<file path="config.mk">
export PLATFORM = sky130hd
export DESIGN_NAME = bcd_display_scanner
export DESIGN_NICKNAME = d
export VERILOG_FILES = /design/src/rtl/sn74_display_pkg.sv /design/src/rtl/bcd_display_scanner_scan_timer.sv /design/src/rtl/bcd_display_scanner.sv
export SDC_FILE = /design/constraint.sdc
export NUM_CORES = 1
export LEC_CHECK = 0
export CAP_MARGIN = 20
export CORE_MARGIN = 10
export CORE_UTILIZATION = 42
export DETAILED_ROUTE_END_ITERATION = 16
export GPL_TIMING_DRIVEN = 0
export PLACE_DENSITY = 0.63
export SLEW_MARGIN = 20
export SYNTH_ARGS = -nofsm -noshare
export SYNTH_HDL_FRONTEND = slang
export SYNTH_SLANG_ARGS = --single-unit
</file>
<file path="constraint.sdc">
create_clock -name clk -period 2.21 [get_ports clk]
set_input_delay 0.663 -clock clk [delete_from_list [all_inputs] [get_ports clk]]
set_output_delay 0.663 -clock clk [all_outputs]
set_load 0.02 [all_outputs]
</file>
<file path="src/rtl/sn74_display_pkg.sv">
// Shared definitions for the multiplexed BCD display scanner family.
// Holds FSM encodings, nibble width and the default timing constants.
package sn74_display_pkg;

  localparam int NIB_W              = 4;
  localparam int DEF_DIGITS         = 4;
  localparam int DEF_SLOT_CYCLES    = 50000;
  localparam int DEF_BLANK_CYCLES   = 16;
  localparam int DEF_DIG_ACTIVE_LOW = 1;

  typedef enum logic {
    ST_BLANK = 1'b0,
    ST_SHOW  = 1'b1
  } scan_state_t;

  // Only a true zero counts for leading-zero blanking; 10..15 are glyphs.
  function automatic logic nib_is_zero(input logic [NIB_W-1:0] nib);
    return nib == '0;
  endfunction

endpackage

</file>
<file path="src/rtl/bcd_display_scanner_scan_timer.sv">
// Slot counter and digit index for multiplexed display drivers.
// All outputs describe the state the registers take on the coming edge.
module scan_timer
  import sn74_display_pkg::*;
#(
  parameter int DIGITS       = DEF_DIGITS,
  parameter int SLOT_CYCLES  = DEF_SLOT_CYCLES,
  parameter int BLANK_CYCLES = DEF_BLANK_CYCLES
) (
  input  logic                      clk,
  input  logic                      rst_n,
  output logic [$clog2(DIGITS)-1:0] idx_next,
  output logic                      slot_start,
  output logic                      in_blank,
  output logic                      frame_end,
  output logic                      frame_last
);

  localparam int CNT_W = $clog2(SLOT_CYCLES);
  localparam int IDX_W = $clog2(DIGITS);

  logic [CNT_W-1:0] cnt;
  logic [CNT_W-1:0] cnt_next;
  logic [IDX_W-1:0] idx;
  logic             wrap;
  logic             last_digit;

  assign wrap       = (cnt == CNT_W'(SLOT_CYCLES - 1));
  assign last_digit = (idx == IDX_W'(DIGITS - 1));

  // NOTE: every variable written in always_comb gets a default first so no path leaves it unassigned (which would infer a latch).
  always_comb begin
    cnt_next = cnt + 1'b1;
    idx_next = idx;
    if (wrap) begin
      cnt_next = '0;
      idx_next = last_digit ? '0 : idx + 1'b1;
    end
  end

  assign slot_start = wrap;
  assign frame_end  = wrap && last_digit;
  assign in_blank   = (cnt_next < CNT_W'(BLANK_CYCLES));
  assign frame_last = (cnt_next == CNT_W'(SLOT_CYCLES - 1)) &&
                      (idx_next == IDX_W'(DIGITS - 1));

  // NOTE: sequential state uses non-blocking assignments so all registers update together from pre-edge values.
  always_ff @(posedge clk) begin
    if (!rst_n) begin
      cnt <= '0;
      idx <= '0;
    end else begin
      cnt <= cnt_next;
      idx <= idx_next;
    end
  end

endmodule

</file>
<file path="src/rtl/bcd_display_scanner.sv">
// Time-multiplexes a packed multi-digit BCD value onto a 7-segment decoder,
// with per-slot dead time, tear-free frame updates and leading-zero blanking.
module bcd_display_scanner
  import sn74_display_pkg::*;
#(
  parameter int DIGITS         = DEF_DIGITS,
  parameter int SLOT_CYCLES    = DEF_SLOT_CYCLES,
  parameter int BLANK_CYCLES   = DEF_BLANK_CYCLES,
  parameter int DIG_ACTIVE_LOW = DEF_DIG_ACTIVE_LOW
) (
  input  logic                    clk,
  input  logic                    rst_n,
  input  logic [DIGITS*NIB_W-1:0] bcd_value,
  input  logic                    load,
  input  logic                    lzb_en,
  input  logic                    blank_all,
  output logic                    pin_a,
  output logic                    pin_b,
  output logic                    pin_c,
  output logic                    pin_d,
  output logic                    pin_bi_n,
  output logic [DIGITS-1:0]       digit_en,
  output logic                    frame_done
);

  localparam int   IDX_W   = $clog2(DIGITS);
  localparam int   VAL_W   = DIGITS * NIB_W;
  localparam logic ACT_LOW = (DIG_ACTIVE_LOW != 0);

  logic [IDX_W-1:0] idx_next;
  logic             slot_start;
  logic             in_blank;
  logic             frame_end;
  logic             frame_last;

  scan_timer #(
    .DIGITS       (DIGITS),
    .SLOT_CYCLES  (SLOT_CYCLES),
    .BLANK_CYCLES (BLANK_CYCLES)
  ) u_scan_timer (
    .clk        (clk),
    .rst_n      (rst_n),
    .idx_next   (idx_next),
    .slot_start (slot_start),
    .in_blank   (in_blank),
    .frame_end  (frame_end),
    .frame_last (frame_last)
  );

  scan_state_t      state_q, state_d;
  logic [VAL_W-1:0] disp_q, disp_d;
  logic [VAL_W-1:0] pend_q;
  logic             pend_flag_q;
  logic             slot_blank_q, slot_blank_d;
  logic [DIGITS-1:0] upper_zero;
  logic             zero_run;
  logic             lz_hit;
  logic [NIB_W-1:0] nib;
  logic [DIGITS-1:0] en_onehot;

  always_comb begin
    state_d = state_q;
    unique case (state_q)
      ST_BLANK: if (!in_blank)  state_d = ST_SHOW;
      ST_SHOW:  if (slot_start) state_d = ST_BLANK;
    endcase
  end

  // A load on the boundary cycle itself wins over an older pending value.
  always_comb begin
    disp_d = disp_q;
    if (frame_end) begin
      if (load)             disp_d = bcd_value;
      else if (pend_flag_q) disp_d = pend_q;
    end
  end

  // upper_zero[i]: every nibble from i up to the most significant is zero.
  always_comb begin
    zero_run   = 1'b1;
    upper_zero = '0;
    for (int i = DIGITS - 1; i >= 0; i--) begin
      zero_run      = zero_run & nib_is_zero(disp_d[i*NIB_W +: NIB_W]);
      upper_zero[i] = zero_run;
    end
  end

  always_comb begin
    nib       = '0;
    lz_hit    = 1'b0;
    en_onehot = '0;
    for (int i = 0; i < DIGITS; i++) begin
      if (idx_next == IDX_W'(i)) begin
        nib          = disp_d[i*NIB_W +: NIB_W];
        lz_hit       = (i != 0) && upper_zero[i];
        en_onehot[i] = (state_d == ST_SHOW);
      end
    end
  end

  // Blanking controls are latched once per slot so a slot never changes mid-way.
  assign slot_blank_d = slot_start ? (blank_all || (lzb_en && lz_hit)) : slot_blank_q;

  always_ff @(posedge clk) begin
    if (!rst_n) begin
      state_q      <= ST_BLANK;
      disp_q       <= '0;
      pend_q       <= '0;
      pend_flag_q  <= 1'b0;
      slot_blank_q <= 1'b0;
      pin_a        <= 1'b0;
      pin_b        <= 1'b0;
      pin_c        <= 1'b0;
      pin_d        <= 1'b0;
      pin_bi_n     <= 1'b0;
      digit_en     <= {DIGITS{ACT_LOW}};
      frame_done   <= 1'b0;
    end else begin
      state_q      <= state_d;
      disp_q       <= disp_d;
      slot_blank_q <= slot_blank_d;
      if (frame_end) begin
        pend_flag_q <= 1'b0;
      end else if (load) begin
        pend_q      <= bcd_value;
        pend_flag_q <= 1'b1;
      end
      pin_a      <= nib[0];
      pin_b      <= nib[1];
      pin_c      <= nib[2];
      pin_d      <= nib[3];
      pin_bi_n   <= (state_d == ST_SHOW) && !slot_blank_d;
      digit_en   <= en_onehot ^ {DIGITS{ACT_LOW}};
      frame_done <= frame_last;
    end
  end

endmodule

</file>
==> results.py, run 1 <==
metrics = {
    "synthesis": {
        "syn_area_sq_um": 3230,
        "synth_seq_cells": 63,
        "yosys.area_share.simple": 0.285,
        "synth_compound_area_frac": 0.165,
        "synth_cells": 380,
        "synth_edf_count": 0,
        "synth_flop_cell": "dfxtp_1",
        "synth_top_family_by_area": "simple AND/OR/NAND/NOR gates",
        "syn_avg_cell_area_sq_um": 8.50,
        "yosysTopAreaCell": "dfxtp_1",
        "synth_top_area_frac": 0.390,
        "syn-num-nets": 403,
        "ys_top_cells_by_area": "dfxtp_1 (39%), nor2_1 (6.9%), mux2i_1 (5.9%)",
        "async_flop_share": 0,
        "yosys.area_share.xor_xnor": 0.0434,
        "yosysWarningCount": 0,
        "synthMuxAreaShare": 0.0623,
        "ys_types": 62,
        "synthAdderAreaFrac": 0.00774,
        "yosysSeqAreaShare": 0.390,
    },
    "timing": {
        "setup_slack_ns": -0.104,
        "post-route-period-util": 1.05,
        "rsz0062_at_grt": "true",
        "finalCriticalPeriod_ns": 2.31,
        "skew_ns": 0.00484,
        "tightest_slew_ns": 0.636,
        "fmax_ghz": 0.432,
        "slew_violations": 0,
        "tns_ns": -0.390,
        "setup_violations": 9,
        "relSlewSlack": 0.576,
        "hold_violations": 0,
    },
    "detailed_routing": {
        "avgViaCountPerCell": 5.76,
        "drtAntennaViolNets": 0,
        "dr.pass1.iters": 5,
        "wl_per_cell_microns": 18.3,
        "num_vias": 3246,
        "drt_iter0_drc": 182,
        "wl_microns": 10300,
        "drc": 0,
    },
    "clock_network": {
        "ctsHoldBuffers": 0,
        "cts-root-buf": "clkbuf_8",
        "clk_pin_slew_worst_paths_ns": 0.08,
        "cts_buffers": 9,
        "cts_tree": "built",
        "htree_levels": 3,
        "worstSkewPairLatency_ns": 0.35,
        "clock_tree.buffer_depth": 2,
        "clock-sinks": 63,
    },
    "floorplanning": {
        "fp-row-count": 31,
        "start_util": 0.439,
        "die_x_microns": 108,
        "boundaryPins": 31,
        "core-area_sq_um": 7370,
        "die_area_sq_um": 11600,
        "dieHeight_microns": 108,
    },
    "min_path": {
        "hp-class": "register to register",
        "hold_end": "pend_q[12]$_SDFFE_PN0P_",
        "worstHoldStart": "pend_q[12]$_SDFFE_PN0P_",
        "whs_path_depth": 2,
    },
    "finish": {
        "fillCellCount": 645,
        "layout_common_cells": "nor2_1 (53), dfxtp_1 (53), buf_4 (40)",
        "area_growth_pct": 44.4,
        "drive_above_1_share": 0.331,
        "antenna_cells": 0,
        "regArea_sq_um": 1280,
        "multi_input_area_sq_um": 2180,
        "nNetsFinal": 483,
        "final_area_sq_um": 4670,
    },
    "worst_setup_path": {
        "critical_path_arrival_ns": 2.57,
        "r2r_start": "u_scan_timer.cnt[13]$_SDFF_PN0_",
        "reg2reg_depth": 8,
        "critPathCaptureType": "register",
        "reg2reg_slack_ns": -0.08,
        "cp.required_ns": 2.47,
        "critPathKind": "input port to register",
        "start_kind": "input port",
        "rr_endpoint": "pin_a$_SDFF_PN0_",
        "worstPathMaxFanout": 10,
    },
    "placement": {
        "place.gp.congestion": 0.877,
        "placed_area_sq_um": 3690,
        "hpwl_microns": 6570,
        "port_buffers": 30,
    },
    "global_route": {
        "antenna_found_initial": 0,
        "grt_pass1_vias": 3218,
        "grt_usage": 0.174,
        "grt_pass1_wl_microns": 16300,
        "grt_max_degree": 14,
        "overflow": 0,
    },
    "status": {
        "status": "complete, but fails checks",
        "violations": "negative setup slack",
    },
    "pwr": {
        "power.density_nw_per_um2": 524,
        "irDropWorstVdd_v": 0.000390,
        "p_leak_nw": 1.75,
    },
    "run": {
        "cap_violations": 0,
    },
}
[routing by layer]
| layer | wire, microns | up-vias | track usage |
|---|---|---|---|
| li1 | - | 1548 | - |
| met1 | 4380 | 1572 | 0.212 |
| met2 | 5050 | 101 | 0.286 |
| met3 | 600 | 25 | 0.0413 |
| met4 | 281 | 0 | 0.0763 |
| met5 | 0 | - | 0 |
[area by class of cell]
| class | count | area share |
|---|---|---|
| Buffer | 20 | 0.0327 |
| Clock buffer | 9 | 0.0265 |
| Clock inverter | 7 | 0.0172 |
| Inverter | 8 | 0.00724 |
| Multi-Input combinational cell | 284 | 0.468 |
| Sequential cell | 63 | 0.275 |
| Tap cell | 99 | 0.0265 |
| Timing Repair Buffer | 74 | 0.147 |
[through the flow]
stage	total power (W)	instances	setup slack (ns)	hold slack (ns)	util
2_1_floorplan	0.00130	380	-0.0139	0.447	-
3_3_place_gp	0.00138	509	-0.969	0.466	0.501
3_5_place_dp	0.00138	509	-0.938	0.473	0.501
4_1_cts	0.00244	552	-0.117	0.499	0.588
5_1_grt	0.00253	564	-0.207	0.539	0.633
6_report	0.00244	564	-0.104	0.502	0.633
[cells by family after synthesis]
kind of cell	count (synthesis)
DFF	63
muxes	20
and+or+nand+nor	171
buffers and inverters	33
adders and majority gates	2
xor gates and xnor gates	16
AOI/OAI and AO/OA	75
[registers in the layout, indices dropped and copies added (netlist names)]
| signal | flops |
|---|---|
| disp_q | 16 |
| state_q | 1 |
| pend_q | 16 |
| pin_bi_n | 1 |
| u_scan_timer.idx | 2 |
| pin_a | 1 |
| u_scan_timer.cnt | 16 |
| pin_c | 1 |
| digit_en | 4 |
| pend_flag_q | 1 |
| frame_done | 1 |
| pin_b | 1 |
| pin_d | 1 |
| slot_blank_q | 1 |
[where the power goes]
group          internal [W]  switching (W)  total [W]
clock              0.000534       0.000519    0.00105
combinational      0.000108       0.000109   0.000218
sequential          0.00116      0.0000189    0.00117
[repair_timing]
item / 4_1_cts / 5_1_grt
setup endpoints to repair: 53 / 43
resized for setup: 56 / 69
pin swaps: 25 / 35
gates cloned: 1 / 0
setup buffers: 29 / 14
[cells in the mapped netlist (all sizes together) (2+ instances only)]
| master | instances |
|---|---|
| o21ai | 12 |
| and4 | 4 |
| mux2i | 19 |
| a21o | 2 |
| ha | 2 |
| xnor2 | 10 |
| nand2 | 22 |
| o22ai | 11 |
| inv | 8 |
| nand3 | 12 |
| o211ai | 4 |
| or2 | 3 |
| a31oi | 5 |
| or3b | 5 |
| xor2 | 6 |
| and3 | 8 |
| nor3 | 15 |
| o31a | 2 |
| o31ai | 2 |
| a41oi | 4 |
| or3 | 2 |
| nor3b | 2 |
| and2 | 10 |
| nor4b | 5 |
| buf | 12 |
| nor2 | 59 |
| o22a | 5 |
| nand4 | 14 |
| a211oi | 3 |
| nor4 | 2 |
| a21boi | 2 |
| dfxtp | 63 |
| a21oi | 7 |
| nand4b | 2 |
| o21a | 4 |
| clkbuf | 13 |
| nand2b | 2 |
[worst max-delay path by stage]
stage,from,end,slack (ns),depth (start not counted)
2_1_floorplan,u_scan_timer.idx[0]$_SDFF_PN0_,pend_q[10]$_SDFFE_PN0P_,-0.01,7
3_3_place_gp,load,slot_blank_q$_SDFF_PN0_,-0.97,8
6_report,load,slot_blank_q$_SDFF_PN0_,-0.10,9
4_1_cts,u_scan_timer.cnt[0]$_SDFF_PN0_,slot_blank_q$_SDFF_PN0_,-0.12,10
3_5_place_dp,load,slot_blank_q$_SDFF_PN0_,-0.94,8
5_1_grt,load,slot_blank_q$_SDFF_PN0_,-0.21,9
[worst max-delay path: stages]
cell and delay, ns:
dlygate4sd2_1 0.23, clkbuf_8 0.17, clkinvlp_4 0.18, buf_4 0.23, o21ai_0 0.18, nand4_1 0.22
a211oi_2 0.30, a41oi_2 0.15, nor3_2 0.25
Power figures use the tool's default switching activity.
==> inputs of run 2 (changes only) <==
Settings changed: PLACE_DENSITY 0.63 to 0.64, SYNTH_HIERARCHICAL set to 1.
==> run 2 against run 1 <==
Net effect:
- core utilization decreased by 0.29 points
- non-clock buffer count decreased by 9
- critical path type is now register to register
- worst setup slack got worse by 0.83 ns
- final cell count shrank 15%
- synthesized area shrank 12%
- the run still ends with negative setup slack left
- largest cell class unchanged
==> results.py, run 2 <==
metrics = {
    "status": {
        "status": "complete, but fails checks",
        "violations": "negative setup slack",
    },
    "finish": {
        "reg.largest.list": "disp_q x16, pend_q x16, u_scan_timer/cnt x16",
        "final_area_sq_um": 4070,
        "layout_common_cells": "dfxtp_1 (59), nand2_1 (46), nor2_1 (36)",
        "fillCellCount": 529,
        "multi_input_area_sq_um": 1700,
        "antenna_cells": 0,
        "nNetsFinal": 422,
        "layout.cells.non_filler": 481,
        "area_growth_pct": 42.6,
        "final_common_cell": "dfxtp_1",
        "drive_above_1_share": 0.275,
        "regArea_sq_um": 1270,
    },
    "clock_network": {
        "cts_buffers": 9,
        "cts_tree": "built",
        "clk_pin_slew_worst_paths_ns": 0.07,
        "clock-sinks": 63,
        "htree_levels": 3,
        "clock_tree.buffer_depth": 2,
        "worstSkewPairLatency_ns": 0.35,
        "cts-root-buf": "clkbuf_8",
        "ctsHoldBuffers": 0,
    },
    "synthesis": {
        "yosysSeqAreaShare": 0.442,
        "yosysWarningCount": 6,
        "synthTopCellsByCount": "dfxtp_1 (63), nand2_1 (48), nor2_1 (37), a21oi_1 (22), and2_1 (12)",
        "synth_compound_area_frac": 0.184,
        "yosys.area_share.xor_xnor": 0.0429,
        "synth_edf_count": 0,
        "synth_top_family_by_area": "simple AND/OR/NAND/NOR gates",
        "synthMuxAreaShare": 0.0302,
        "synth_top_area_frac": 0.442,
        "synth_cells": 325,
        "yosys.area_share.simple": 0.245,
        "yosysTopAreaCell": "dfxtp_1",
        "async_flop_share": 0,
        "synth_flop_cell": "dfxtp_1",
        "ys_types": 52,
        "synthAdderAreaFrac": 0.00876,
        "syn_avg_cell_area_sq_um": 8.79,
        "syn-num-nets": 348,
        "synth_seq_cells": 63,
        "synth_most_common_cell": "dfxtp_1",
        "ys_top_cells_by_area": "dfxtp_1 (44%), nand2_1 (6.3%), nor2_1 (4.9%)",
        "syn_area_sq_um": 2860,
    },
    "timing": {
        "hold_violations": 0,
        "setup_violations": 45,
        "skew_ns": 0.00599,
        "slew_violations": 0,
        "fmax_ghz": 0.318,
        "finalCriticalPeriod_ns": 3.14,
        "rsz0062_at_grt": "true",
        "post-route-period-util": 1.42,
        "tns_ns": -17.37,
        "relSlewSlack": 0.623,
        "setup_slack_ns": -0.932,
        "holdWs_ns": 0.461,
        "tightest_slew_ns": 0.565,
    },
    "detailed_routing": {
        "dr.pass1.iters": 4,
        "drtAntennaViolNets": 0,
        "drc": 0,
        "wl_per_cell_microns": 16.7,
        "wl_microns": 8040,
        "drt_iter0_drc": 132,
        "num_vias": 2737,
        "avgViaCountPerCell": 5.69,
    },
    "worst_setup_path": {
        "critPathKind": "register to register",
        "critical_path_arrival_ns": 3.44,
        "path_cells": "or4_1 -> or4_4 -> inv_4 -> and2_4 -> nand2_4 -> buf_8 -> buf_6 -> o32a_1 -> o221ai_2 -> nand4b_1 -> o41ai_2 -> and2_1",
        "worstSetupStartpoint": "u_scan_timer/cnt[7]$_SDFF_PN0_",
        "slowest_stage": "or4_1",
        "cp.required_ns": 2.50,
        "reg2reg_slack_ns": -0.93,
        "critPathTopFamily": "simple AND/OR/NAND/NOR gates",
        "critPathCaptureType": "register",
        "rr_endpoint": "slot_blank_q$_SDFF_PN0_",
        "critical_path_depth": 12,
        "worstPathMaxFanout": 5,
        "endpoint": "slot_blank_q$_SDFF_PN0_",
        "cpPeakStageDelay_ns": 0.50,
        "r2r_start": "u_scan_timer/cnt[7]$_SDFF_PN0_",
        "path_buf_inv": 3,
        "reg2reg_depth": 12,
        "start_kind": "register",
    },
    "placement": {
        "hpwl_microns": 5260,
        "place.gp.congestion": 0.842,
        "place_ws_ns": -1.08,
        "port_buffers": 30,
        "placed_area_sq_um": 3320,
        "placed_cells": 432,
    },
    "global_route": {
        "overflow": 0,
        "grt_max_degree": 13,
        "grt_usage": 0.157,
        "use_met1": 0.194,
        "grt_pass1_vias": 2603,
        "grt_pass1_wl_microns": 12800,
        "grt_util_met2": 0.240,
        "antenna_found_initial": 0,
        "top_usage_layer": "met2",
        "use_met3": 0.0547,
    },
    "floorplanning": {
        "start_util": 0.442,
        "boundaryPins": 31,
        "fp-row-count": 29,
        "die_x_microns": 102,
        "dieHeight_microns": 102,
        "die_area_sq_um": 10500,
        "core-area_sq_um": 6460,
    },
    "pwr": {
        "irDropWorstVdd_v": 0.000294,
        "power.density_nw_per_um2": 573,
        "p_leak_nw": 1.56,
    },
    "min_path": {
        "hp-class": "register to register",
        "worstHoldStart": "pend_q[4]$_SDFFE_PN0P_",
    },
    "run": {
        "cap_violations": 0,
    },
}
## run 2: per-layer routing
layer	vias to the layer above	wire length, microns
met5	-	0
met4	0	132
met3	13	450
met2	73	3940
met1	1329	3520
li1	1322	-
## run 2: cell type report
class | count | share of cell area
buffer | 19 | 0.0406
clock buffer | 9 | 0.0304
tap | 77 | 0.0237
clock inverter | 7 | 0.0181
timing repair buffer | 66 | 0.152
inverter | 5 | 0.00523
multi-input combinational | 235 | 0.418
sequential | 63 | 0.312
## run 2: through the flow
stage | util | power, W
2_1_floorplan | - | 0.00127
3_3_place_gp | 0.515 | 0.00134
3_5_place_dp | 0.515 | 0.00134
4_1_cts | 0.605 | 0.00235
5_1_grt | 0.630 | 0.00244
6_report | 0.630 | 0.00233
## run 2: worst min-delay path by stage
stage          slack, ns  cells past startpoint                       to
2_1_floorplan       0.43                      2  pend_q[15]$_SDFFE_PN0P_
3_3_place_gp        0.44                      2  pend_q[15]$_SDFFE_PN0P_
3_5_place_dp        0.45                      2   pend_q[4]$_SDFFE_PN0P_
4_1_cts             0.46                      2  pend_q[10]$_SDFFE_PN0P_
5_1_grt             0.48                      2   pend_q[4]$_SDFFE_PN0P_
6_report            0.46                      2   pend_q[4]$_SDFFE_PN0P_
## run 2: power by group
group	switching, W	total [W]	internal [W]
logic	0.0000895	0.000175	0.0000850
clock network	0.000465	0.000986	0.000521
registers	0.0000183	0.00117	0.00116
total	0.000573	0.00233	0.00176
## run 2: cell families after synthesis
group | after synthesis
flops | 63
mux | 6
simple gates | 142
buf+inv | 27
xor+xnor | 14
compound gates | 71
fa+ha+maj | 2
## run 2: timing repair
| item | CTS | global route |
|---|---|---|
| cloned | 1 | 0 |
| setup endpoints to repair | 46 | 53 |
| pin swaps | 18 | 14 |
| resized for setup | 44 | 18 |
| setup buffers | 23 | 14 |
## run 2: worst min-delay path, stage by stage, from the launching register on
cell and delay [ns]:
dfxtp_1 0.31, nand2_1 0.05, a21oi_1 0.05
==> inputs of run 3 (changes only) <==
Settings changed: CAP_MARGIN 20 to 10, SLEW_MARGIN 20 to unset.
==> results of run 3 <==
The final DEF is identical to that of run 2; final timing and power are the same.
